File: src/rtl/sdram_pkg.sv
// Shared SDRAM definitions: command encodings, init FSM states, mode word and
// default timing, reused by the init, refresh, read and write controllers.
package sdram_pkg;

   localparam logic [3:0]  CMD_NOP          = 4'b0111;
   localparam logic [3:0]  CMD_PRECHARGE    = 4'b0010;
   localparam logic [3:0]  CMD_AUTO_REFRESH = 4'b0001;
   localparam logic [3:0]  CMD_LOAD_MODE    = 4'b0000;

   localparam logic [1:0]  BANK_ALL  = 2'b11;
   localparam logic [12:0] ADDR_ALL  = 13'h1FFF;
   localparam logic [1:0]  BANK_MODE = 2'b00;
   // Programmed write burst, CAS latency 3, sequential, full-page burst.
   localparam logic [12:0] MODE_WORD = 13'b000_0_00_011_0_111;

   localparam int unsigned T_POWER_DEF  = 20000;
   localparam int unsigned TRP_CLK_DEF  = 2;
   localparam int unsigned TRC_CLK_DEF  = 7;
   localparam int unsigned TMRD_CLK_DEF = 3;
   localparam int unsigned AR_NUM_DEF   = 8;
   localparam int unsigned WAIT_W       = 8;

   typedef enum logic [2:0] {
      ST_IDLE,
      ST_PRE,
      ST_TRP,
      ST_AR,
      ST_TRF,
      ST_MRS,
      ST_TMRD,
      ST_END
   } init_state_e;

   typedef struct packed {
      logic [3:0]  cmd;
      logic [1:0]  bank;
      logic [12:0] addr;
      logic        init_end;
   } init_out_t;

   function automatic init_out_t init_decode(input init_state_e st);
      init_out_t o;
      o.cmd      = CMD_NOP;
      o.bank     = BANK_ALL;
      o.addr     = ADDR_ALL;
      o.init_end = 1'b0;
      case (st)
         ST_PRE:  o.cmd = CMD_PRECHARGE;
         ST_AR:   o.cmd = CMD_AUTO_REFRESH;
         ST_MRS: begin
            o.cmd  = CMD_LOAD_MODE;
            o.bank = BANK_MODE;
            o.addr = MODE_WORD;
         end
         ST_END:  o.init_end = 1'b1;
         default: o.cmd = CMD_NOP;
      endcase
      return o;
   endfunction

endpackage

File: src/rtl/sdram_wait_cnt.sv
// Cycle counter for the short command-to-command waits; done_o flags the last
// cycle of a len_i-cycle wait. Held at zero while clr_i is high.
module sdram_wait_cnt
   import sdram_pkg::*;
#(
   parameter int unsigned W = WAIT_W
) (
   input  logic         clk,
   input  logic         rst,
   input  logic         clr_i,
   input  logic [W-1:0] len_i,
   output logic         done_o
);

   logic [W-1:0] cnt_q, cnt_d;

   always_comb begin
      cnt_d = clr_i ? '0 : cnt_q + 1'b1;
   end

   always_ff @(posedge clk or posedge rst) begin
      if (rst) begin
         cnt_q <= '0;
      end else begin
         cnt_q <= cnt_d;
      end
   end

   assign done_o = (cnt_q == len_i - 1'b1);

endmodule

File: src/rtl/sdram_init.sv
// SDRAM power-up initialisation: power wait, precharge-all, AR_NUM auto
// refreshes, load mode register, then hold init_end until reset.
module sdram_init
   import sdram_pkg::*;
#(
   parameter int unsigned T_POWER  = T_POWER_DEF,
   parameter int unsigned TRP_CLK  = TRP_CLK_DEF,
   parameter int unsigned TRC_CLK  = TRC_CLK_DEF,
   parameter int unsigned TMRD_CLK = TMRD_CLK_DEF,
   parameter int unsigned AR_NUM   = AR_NUM_DEF
) (
   input  logic        clk,
   input  logic        rstn,
   output logic [3:0]  init_cmd,
   output logic [1:0]  init_bank,
   output logic [12:0] init_addr,
   output logic        init_end,
   output init_state_e init_state
);

   localparam int unsigned PWR_W = (T_POWER > 1) ? $clog2(T_POWER) : 1;
   localparam int unsigned REF_W = $clog2(AR_NUM + 1);

   init_state_e       state_q, state_d;
   logic [PWR_W-1:0]  pwr_cnt_q, pwr_cnt_d;
   logic [REF_W-1:0]  ref_cnt_q, ref_cnt_d;
   init_out_t         out_q;
   logic              wait_clr;
   logic [WAIT_W-1:0] wait_len;
   logic              wait_done;

   sdram_wait_cnt #(
      .W(WAIT_W)
   ) u_wait (
      .clk   (clk),
      .rst   (rstn),
      .clr_i (wait_clr),
      .len_i (wait_len),
      .done_o(wait_done)
   );

   // The wait counter is cleared in every non-wait state, so it always starts
   // from zero on entry to TRP, TRF and TMRD.
   always_comb begin
      state_d   = state_q;
      pwr_cnt_d = pwr_cnt_q;
      ref_cnt_d = ref_cnt_q;
      wait_clr  = 1'b1;
      wait_len  = WAIT_W'(TRP_CLK);
      case (state_q)
         ST_IDLE: begin
            if (pwr_cnt_q == PWR_W'(T_POWER - 1)) begin
               state_d = ST_PRE;
            end else begin
               pwr_cnt_d = pwr_cnt_q + 1'b1;
            end
         end
         ST_PRE: state_d = ST_TRP;
         ST_TRP: begin
            wait_clr = 1'b0;
            wait_len = WAIT_W'(TRP_CLK);
            if (wait_done) state_d = ST_AR;
         end
         ST_AR: begin
            ref_cnt_d = ref_cnt_q + 1'b1;
            state_d   = ST_TRF;
         end
         ST_TRF: begin
            wait_clr = 1'b0;
            wait_len = WAIT_W'(TRC_CLK);
            if (wait_done) begin
               state_d = (ref_cnt_q == REF_W'(AR_NUM)) ? ST_MRS : ST_AR;
            end
         end
         ST_MRS: state_d = ST_TMRD;
         ST_TMRD: begin
            wait_clr = 1'b0;
            wait_len = WAIT_W'(TMRD_CLK);
            if (wait_done) state_d = ST_END;
         end
         ST_END: state_d = ST_END;
         default: state_d = ST_IDLE;
      endcase
   end

   // Outputs are registered from the next state so they line up with state_q.
   always_ff @(posedge clk or posedge rstn) begin
      if (rstn) begin
         state_q   <= ST_IDLE;
         pwr_cnt_q <= '0;
         ref_cnt_q <= '0;
         out_q     <= init_decode(ST_IDLE);
      end else begin
         state_q   <= state_d;
         pwr_cnt_q <= pwr_cnt_d;
         ref_cnt_q <= ref_cnt_d;
         out_q     <= init_decode(state_d);
      end
   end

   assign init_cmd   = out_q.cmd;
   assign init_bank  = out_q.bank;
   assign init_addr  = out_q.addr;
   assign init_end   = out_q.init_end;
   assign init_state = state_q;

endmodule

File: config.mk
export PLATFORM = sky130hd
export DESIGN_NAME = sdram_init
export DESIGN_NICKNAME = d
export VERILOG_FILES = /design/src/rtl/sdram_pkg.sv /design/src/rtl/sdram_wait_cnt.sv /design/src/rtl/sdram_init.sv
export SDC_FILE = /design/constraint.sdc
export NUM_CORES = 1
export LEC_CHECK = 0
export BUFFER_PORTS_ARGS = -buffer_cell sky130_fd_sc_hd__buf_4
export CAP_MARGIN = 10
export CORE_UTILIZATION = 52
export DETAILED_ROUTE_END_ITERATION = 12
export MAX_ROUTING_LAYER = met4
export PLACE_DENSITY = 0.8
export SYNTH_ARGS = -nofsm -noshare
export SYNTH_HDL_FRONTEND = slang
export SYNTH_HIERARCHICAL = 1
export SYNTH_SLANG_ARGS = --single-unit
File: constraint.sdc
create_clock -name clk -period 2.7 [get_ports clk]
set_input_delay 0.135 -clock clk [delete_from_list [all_inputs] [get_ports clk]]
set_output_delay 0.135 -clock clk [all_outputs]
set_load 0.05 [all_outputs]
=== Yosys cells after proc, flatten, opt, wreduce, memory -nomap -nowiden ===
Cells that the tools add are included.

* Add/subtract/negate cells: 4
* Multiply operators: 0
* Divide/modulo/power cells: 0
* Order comparisons: 0
* Equal/unequal tests: 14
* Shift operators: 0
* Muxes and demuxes: 11
* Bitwise gates (word level): 1
* Reductions and logical operators: 3

{| class="wikitable"
|+ Operators with widths
! kind !! count
|-
| $pmux W3 S8 || 1
|-
| $eq A3 B3 Y1 const B || 6
|-
| $add A15 B1 Y15 const B || 1
|-
| $eq A15 B15 Y1 const B || 1
|-
| $mux W15 || 1
|-
| $mux W3 || 5
|-
| $eq A3 B2 Y1 const B || 3
|-
| $pmux W3 S3 || 1
|-
| $add A8 B1 Y8 const B || 1
|-
| $eq A8 B8 Y1 || 1
|-
| $mux W8 || 1
|-
| $eq A3 B1 Y1 const B || 2
|-
| $pmux W3 S2 || 1
|-
| $add A4 B1 Y4 const B || 1
|-
| $eq A4 B4 Y1 const B || 1
|-
| $sub A3 B1 Y4 const B || 1
|-
| $logic_not A3 Y1 || 1
|-
| $reduce_or A3 Y1 || 1
|-
| $reduce_and A2 Y1 || 1
|-
| $mux W1 || 1
|-
| $not A1 Y1 || 1
|}

* Bits in registers: 50
* Bits in latches: 0
* Memory bits (writable): 0
* Memory bits (read-only): 0
* Output and inout port bits: 23
* Word-level logic and storage cells: 41
* Memories: 0

=== Logic depth before layout (Yosys ltp) ===
Gate-level depths: netlist (run 1).

* Depth in word-level cells: 8
* Depth in mapped cells: 12
* Mapped depth without buffers: 11

=== Hierarchy ===
Netlist (run 1), hierarchy kept.

{| class="wikitable"
|+ By module, submodules not included
! module !! times used !! cells each !! area each (um2) !! sequential area each (um2)
|-
| sdram_init || 1 || 138 || 1,403.8 || 680.7
|-
| sdram_wait_cnt || 1 || 61 || 583.1 || 200.2
|}

=== Worst setup path before layout (run 1) ===
Ideal clock, no wire load.

* Path kind: reg2reg
* From: reg state_q[2] (netlist: init_state[2])
* To: reg out_q (netlist bit init_cmd[2])
* Setup time: 88 ps
* Arrival: 2,970 ps
* Required time: 2,612 ps
* Setup slack: -358 ps
* Cell stages (with the launch flop): 12
* Period minus slack after synthesis: 3,058 ps
* Cell sequence: dfrtp_1 clkbuf_1 nor2b_1 inv_1 ha_1 xnor2_1 a211oi_1 o2111ai_1 a41oi_2 inv_1 maj3_1 or3_1

* Cells in the longest elaborated chain, start to end: 8
* Elaborated cells on any way between the ends: 20
* Classes of those cells: add/sub (1); eq/ne (11); mux (7); reduce/logical (1)

{| class="wikitable"
|+ Ends and longest elaborated chain
! element !! line !! text
|-
| start, declared || sdram_init.sv:24 || <nowiki>init_state_e state_q, state_d;</nowiki>
|-
| start signal, assigned || sdram_init.sv:94 || <nowiki>state_q <= state_d;</nowiki>
|-
| $eq A3 B3 Y1 || sdram_init.sv:50 || <nowiki>case (state_q)</nowiki>
|-
| $pmux W3 S2 (*) || sdram_init.sv:50 ||
|-
| via wait_len[0] || sdram_init.sv:29 || <nowiki>logic [WAIT_W-1:0] wait_len;</nowiki>
|-
| $sub A3 B1 Y4 (*) || sdram_wait_cnt.sv:29 || <nowiki>assign done_o = (cnt_q == len_i - 1'b1);</nowiki>
|-
| $eq A8 B8 Y1 (*) || sdram_wait_cnt.sv:29 ||
|-
| via wait_done || sdram_init.sv:30 || <nowiki>logic wait_done;</nowiki>
|-
| $mux W3 (on tied branches) || sdram_init.sv:79, sdram_init.sv:62, sdram_init.sv:71 ||
|-
| $pmux W3 S8 (*) || sdram_init.sv:50 ||
|-
| $eq A3 B3 Y1, or another cell as far along || sdram_pkg.sv:47 || <nowiki>case (st)</nowiki>
|-
| $pmux W3 S3 (*) || sdram_pkg.sv:47 ||
|-
| end signal, assigned || sdram_init.sv:92 || <nowiki>out_q <= init_decode(ST_IDLE);</nowiki>
|-
| end signal, assigned || sdram_init.sv:97 || <nowiki>out_q <= init_decode(state_d);</nowiki>
|-
| end, declared || sdram_init.sv:27 || <nowiki>init_out_t out_q;</nowiki>
|}

The timed path passes the listed nets; every way through them passes the cells marked *.
A chain may end at the register's enable or synchronous reset.

=== Worst setup path after layout (run 1) ===
* From: reg state_q[0] (netlist: init_state[0])
* To: reg out_q (netlist bit init_cmd[2])

Same word-level chain as after synthesis.

==> impl_metrics.toml, run 1 <==
[global_routing]
track_usage_pct = 19.97
grt_pass1_vias = 1334
grt_first_pass_wirelength_mm = 6.065
grt_max_degree = 28
grt_remaining_overflow = 0
antenna_found_initial = 0

[clock_tree]
cts_tree = "built"
clk_path_buf_depth = 2
cts_setup_buffers = 0
numCtsBuffers = 5
cts_root_buf = "clkbuf_8"
h-tree-depth = 2
cts_repair_resize_count = 0
cts_sinks = 35
insertion_delay_ps = 290
postCtsHoldBufs = 1
path_clk_slew_ps = 70

[timing]
slew_viol_final = 0
fin_setup_tns_ps = 0
fin_skew_ps = 11.89
finalCritPeriodShare_pct = 91.55
setup_viol_count_final = 0
hold_violations = 0
rsz0062_at_grt = "false"
maxSlewHeadroom_pct = 34.00
post-route-min-period_ps = 2472
tightest_slew_ps = 988.9
clock.fmax_mhz = 404.5

[routing]
routedWlPerCell_microns = 12.00
vias = 1393
viasPerCell = 4.922
drt_wl_total_mm = 3.395
drt_drc_violations_left = 0
ant_nets = 0
firstDrtPassIters = 4
drt-initial-drc-count = 88

[critical_path]
crit_path_cell_trace = "buf_4, nor2_1, nand2_1, inv_1, xnor3_1, a22o_1, o2111ai_1, a41oi_2, inv_1, maj3_1, or3_1"
crit_path_start_kind = "register"
worstPathArrival_ps = 2670
worst-path-max-fanout = 11
cp_data_required_time_ps = 2900
cp_common_cell = "inv_1"
cp_slowest_cell = "dfrtp_2"
startpoint = "init_state[0]"
r2r-start = "init_state[0]"
crit_path_max_incr_delay_ps = 420
ff2ff_setup_slack_ps = 230
end_kind = "register"
criticalPathCategory = "reg -> reg"

[floorplanning]
rows = 22
dieArea_sq_um = 4072
io_pins = 25
fp.dieH_microns = 63.82
core_area_sq_um = 3661
dieWidth_microns = 63.82
start_util_pct = 54.27

[finish]
fin_nets = 241
fin_cells = 283
final_layout_size_suffix_gt1_share_pct = 19.57
syn_to_final_growth_pct = 17.07
multi_input_area_sq_um = 1041
n_antenna_cell = 0
nFillCells = 323
ff_latch_area_sq_um = 883.3

[power]
p_comb_share_pct = 26.5
ir_worst_vdd_mv = 0.4012
power_density_nw_per_um2 = 730.1
switching_power_mw = 0.5218
switching_share_pct = 30.73
clkPwrFrac_pct = 32.8
finalPower_mw = 1.698
seqPwrFrac_pct = 40.7
p_int_mw = 1.176
leakagePower_nw = 1.103

[yosys]
synthTopCellsByCount = "dfrtp_1, nor2_1, xnor2_1"
synth_edf_count = 0
synth_top_area_share_pct = 39.04
ys_warn_count = 6
synth_area_sq_um = 1987
synth_seq_area_share_pct = 44.33
ys_async_sr_fraction_pct = 100.0
synthCells = 199
syn_avg_cell_area_sq_um = 9.984
yosys.cell_count.top_type = "dfrtp_1"
synth-seq-cells = 35
ys.flop_type = "dfrtp_1"
synthTopCellsByArea = "dfrtp_1, xnor2_1, xor2_1, buf_4, dfstp_2"
synth_top_area_cell = "dfrtp_1"
ys_types = 42

[run]
max-cap-violations = 0

[placed_design]
dp_hpwl_mm = 2.470
routabilityCongestion = 0.8208
dp.cells = 274
io_buffers = 18

[run_status]
status = "finished clean"

[worst_hold_path]
min_path_type = "in -> async"
-- power by group through the flow --
stage	registers [mW]	clock network, mW	logic, mW
detailed placement	0.699	0	0.446
floorplan	0.729	0	0.323
global placement	0.694	0	0.432
global route	0.704	0.596	0.502
finish	0.691	0.557	0.450
CTS	0.691	0.565	0.452
-- critical path, delay by kind of cell (launching register included) --
family / cells / cell delay, ps
AOI/OAI and AO/OA: 3 / 460
xor gates and xnor gates: 1 / 160
and+or+nand+nor: 3 / 580
DFF: 1 / 420
buffers and inverters: 3 / 410
adders and majority gates: 1 / 360
-- metal layers --
layer	vias to the layer above	track usage, %	wire length, microns	part of all wire [%]
met1	649	25.12	1626	48
met4	0	9.375	70	2.1
met3	9	4.286	131	3.9
li1	699	-	-	-
met2	36	30.72	1566	46
met5	-	-	0	0
-- cell type report --
class / count / share of cell area (%)
sequential: 35 / 37.98
clock buffer: 6 / 3.120
tap: 48 / 2.582
timing repair buffer: 23 / 7.531
inverter: 9 / 1.452
clock inverter: 2 / 2.582
multi-input combinational: 160 / 44.76
-- registers in the layout, indices dropped and copies added (netlist names) --
register	cells
pwr_cnt_q	15
init_bank	1
ref_cnt_q	4
init_end	1
init_cmd	3
init_state	3
u_wait/cnt_q	8
-- per-stage QoR --
| step | instance area (sq um) | hold WS (ps) | setup slack, ps | util [%] |
|---|---|---|---|---|
| after global routing | 2326 | 374.0 | 87.12 | 63.53 |
| after global placement | 2183 | 108.5 | 326.2 | 59.64 |
| after detailed placement | 2183 | 112.9 | 286.1 | 59.64 |
| after CTS | 2326 | 353.5 | 239.1 | 63.53 |
| final | 2326 | 345.3 | 228.1 | 63.53 |
| after floorplan | 2102 | -49.34 | 4.170 | - |
-- final timing paths --
kind / to / cells after the start
min in group clk: pwr_cnt_q[14] / 1
hold / removal: u_wait/cnt_q[0] / 3
setup / recovery: init_cmd[2] / 11
hold reg to reg: pwr_cnt_q[14] / 1
setup reg to reg: init_cmd[2] / 11
max in group asynchronous: init_state[0] / 3
-- cells by family (layout without fill, tap and decap cells) --
family / count (synthesis) / after routing / share of synthesized area [%]
AO/OA/AOI/OAI: 12 / 12 / 4.345
XOR/XNOR: 32 / 32 / 14.80
adder cells (fa/ha/maj): 6 / 6 / 3.652
buffers and inverters: 29 / 40 / 8.375
flip-flops: 35 / 35 / 44.33
multiplexers: 1 / 1 / 0.5667
other: 2 / 27 / 0.3780
AND/OR/NAND/NOR: 82 / 82 / 23.55
-- cell usage in the layout, fill, tap and decap left out, types with 5 or more instances in the layout --
master,instances
clkbuf_8,5
xor2_1,15
nand2_1,15
xnor2_1,16
inv_1,9
conb_1,27
nand3_1,11
ha_1,5
dfrtp_1,29
buf_4,22
nor2_1,19
No activity file was read; power rests on OpenSTA's default activity.
==> run 2: changes to the inputs <==
--- a/config.mk
+++ b/config.mk
@@ -7,6 +7,7 @@
 export LEC_CHECK = 0
 export BUFFER_PORTS_ARGS = -buffer_cell sky130_fd_sc_hd__buf_4
 export CAP_MARGIN = 10
+export CORE_MARGIN = 3
 export CORE_UTILIZATION = 52
 export DETAILED_ROUTE_END_ITERATION = 12
 export MAX_ROUTING_LAYER = met4
==> run 2 against run 1 <==
  * Sequential share of layout area grew 0.45 points
  * Clock power shrank 26%
  * Sequential power grew 2%
  * Design area shrank 1.2%
==> impl_metrics.toml, run 2 (synthesis results as in run 1) <==
[global_routing]
grt_max_degree = 28
grt_pass1_vias = 1244
track_usage_pct = 17.28
antenna_found_initial = 0
grt_remaining_overflow = 0
grt_first_pass_wirelength_mm = 5.651

[clock_tree]
clk_path_buf_depth = 2
insertion_delay_ps = 290
cts_sinks = 35
cts_tree = "built"
path_clk_slew_ps = 60
cts_root_buf = "clkbuf_8"
h-tree-depth = 2
numCtsBuffers = 5
cts_repair_resize_count = 0

[power]
leakagePower_nw = 1.094
power_density_nw_per_um2 = 679.9
ir_worst_vdd_mv = 0.3664

[placed_design]
routabilityCongestion = 0.8357
placedInstanceArea_sq_um = 2173
dp_hpwl_mm = 2.559
io_buffers = 18

[routing]
firstDrtPassIters = 4
drt-initial-drc-count = 94
drt_drc_violations_left = 0
vias = 1402
routedWlPerCell_microns = 12.24
ant_nets = 0
drt_wl_total_mm = 3.451
viasPerCell = 4.972

[critical_path]
crit_path_cell_trace = "nor2b_4, inv_1, ha_1, xnor2_1, a211oi_1, o2111ai_1, a41oi_2, inv_1, maj3_1, or3_1"
cp_data_required_time_ps = 2910
crit_path_start_kind = "register"
cp_common_cell = "inv_1"
worstRegToRegCells = 10
path_buf_inv = 2
path_depth = 10
worst-path-max-fanout = 11
path_delay_family = "adder cells"
criticalPathCategory = "reg -> reg"
cp_slowest_cell = "dfrtp_2"
worstPathArrival_ps = 2750
end_kind = "register"
crit_path_max_incr_delay_ps = 490

[run]
max-cap-violations = 0

[timing]
hold_violations = 0
maxSlewHeadroom_pct = 34.16
rsz0062_at_grt = "false"
setup_viol_count_final = 0
slew_viol_final = 0
fin_skew_ps = 4.060
clock.fmax_mhz = 393.7
fin_setup_tns_ps = 0
finalCritPeriodShare_pct = 94.07
post-route-min-period_ps = 2540
tightest_slew_ps = 986.5

[worst_hold_path]
min_path_type = "in -> async"

[floorplanning]
core_area_sq_um = 3495
dieArea_sq_um = 4599
dieWidth_microns = 67.82
rows = 21
io_pins = 25
start_util_pct = 56.86
fp.dieH_microns = 67.82

[run_status]
status = "finished clean"

[finish]
final_layout_size_suffix_gt1_share_pct = 19.92
syn_to_final_growth_pct = 15.68
largest_reg_flops = 15
fin_nets = 242
nFillCells = 282
n_antenna_cell = 0
top_register = "pwr_cnt_q"
design_area_sq_um = 2298
final_common_cell = "dfrtp_1"
mostFrequentLayoutCells = "dfrtp_1, conb_1, buf_4"
top_regs = "pwr_cnt_q (15), u_wait/cnt_q (8), ref_cnt_q (4)"
-- run 2: cell count changes in the layout (fill, tap and decap cells not counted) --
cell,change
buf_4,+1
clkbuf_8,+2
bufinv_16,-2
-- run 2: per-stage QoR --
stage                     hold slack [ps]  power (mW)  utilization (%)  setup WS [ps]  cells
after global placement              109.2       1.115            62.19          288.0    271
after detailed placement            108.7       1.133            62.19          176.5    271
after floorplan                    -49.34       1.052                -          4.170    224
after CTS                           349.4       1.554            65.34          145.8    280
final                               348.2       1.563            65.77          160.2    282
after global routing                398.9       1.660            65.77          7.870    282
-- run 2: layout make-up --
| class | count | area (sq um) | area share [%] |
|---|---|---|---|
| timing repair buffer | 24 | 182.7 | 7.948 |
| tap | 46 | 57.56 | 2.504 |
| sequential | 35 | 883.3 | 38.43 |
| inverter | 9 | 33.78 | 1.470 |
| multi-input combinational | 160 | 1041 | 45.29 |
| clock buffer | 8 | 100.1 | 4.355 |
-- run 2: repair_timing --
item / in CTS / in global routing
hold endpoints to repair: 8 / 0
endpoints found under the setup margin: 0 / 1
buffers inserted: 0 / 2
hold buffers: 1 / 0
-- run 2: per-layer routing --
| layer | global-route usage [%] | vias up | routed length (microns) |
|---|---|---|---|
| li1 | - | 701 | - |
| met1 | 21.70 | 658 | 1659 |
| met2 | 25.52 | 38 | 1522 |
| met3 | 5.583 | 5 | 218 |
| met4 | 7.692 | 0 | 51 |
| met5 | - | - | 0 |
-- run 2: path summary, 6_finish.rpt --
check | slack [ps] | end | start
max | 160 | init_cmd[2] | init_state[0]
max in group asynchronous | 1400 | init_state[0] | rstn
min in group clk | 470 | ref_cnt_q[3] | ref_cnt_q[3]
min reg2reg | 470 | ref_cnt_q[3] | ref_cnt_q[3]
min | 350 | u_wait/cnt_q[2] | rstn
max reg2reg | 160 | init_cmd[2] | init_state[0]
-- run 2: power by group --
part           internal, mW  switching (mW)  total, mW
clock network         0.233           0.177      0.410
registers             0.608          0.0971      0.705
logic                 0.206           0.241      0.447
-- run 2: tightest hold or removal path: stages --
cell and delay [ps]:
dlygate4sd3_1 530, buf_4 130, inv_1 230
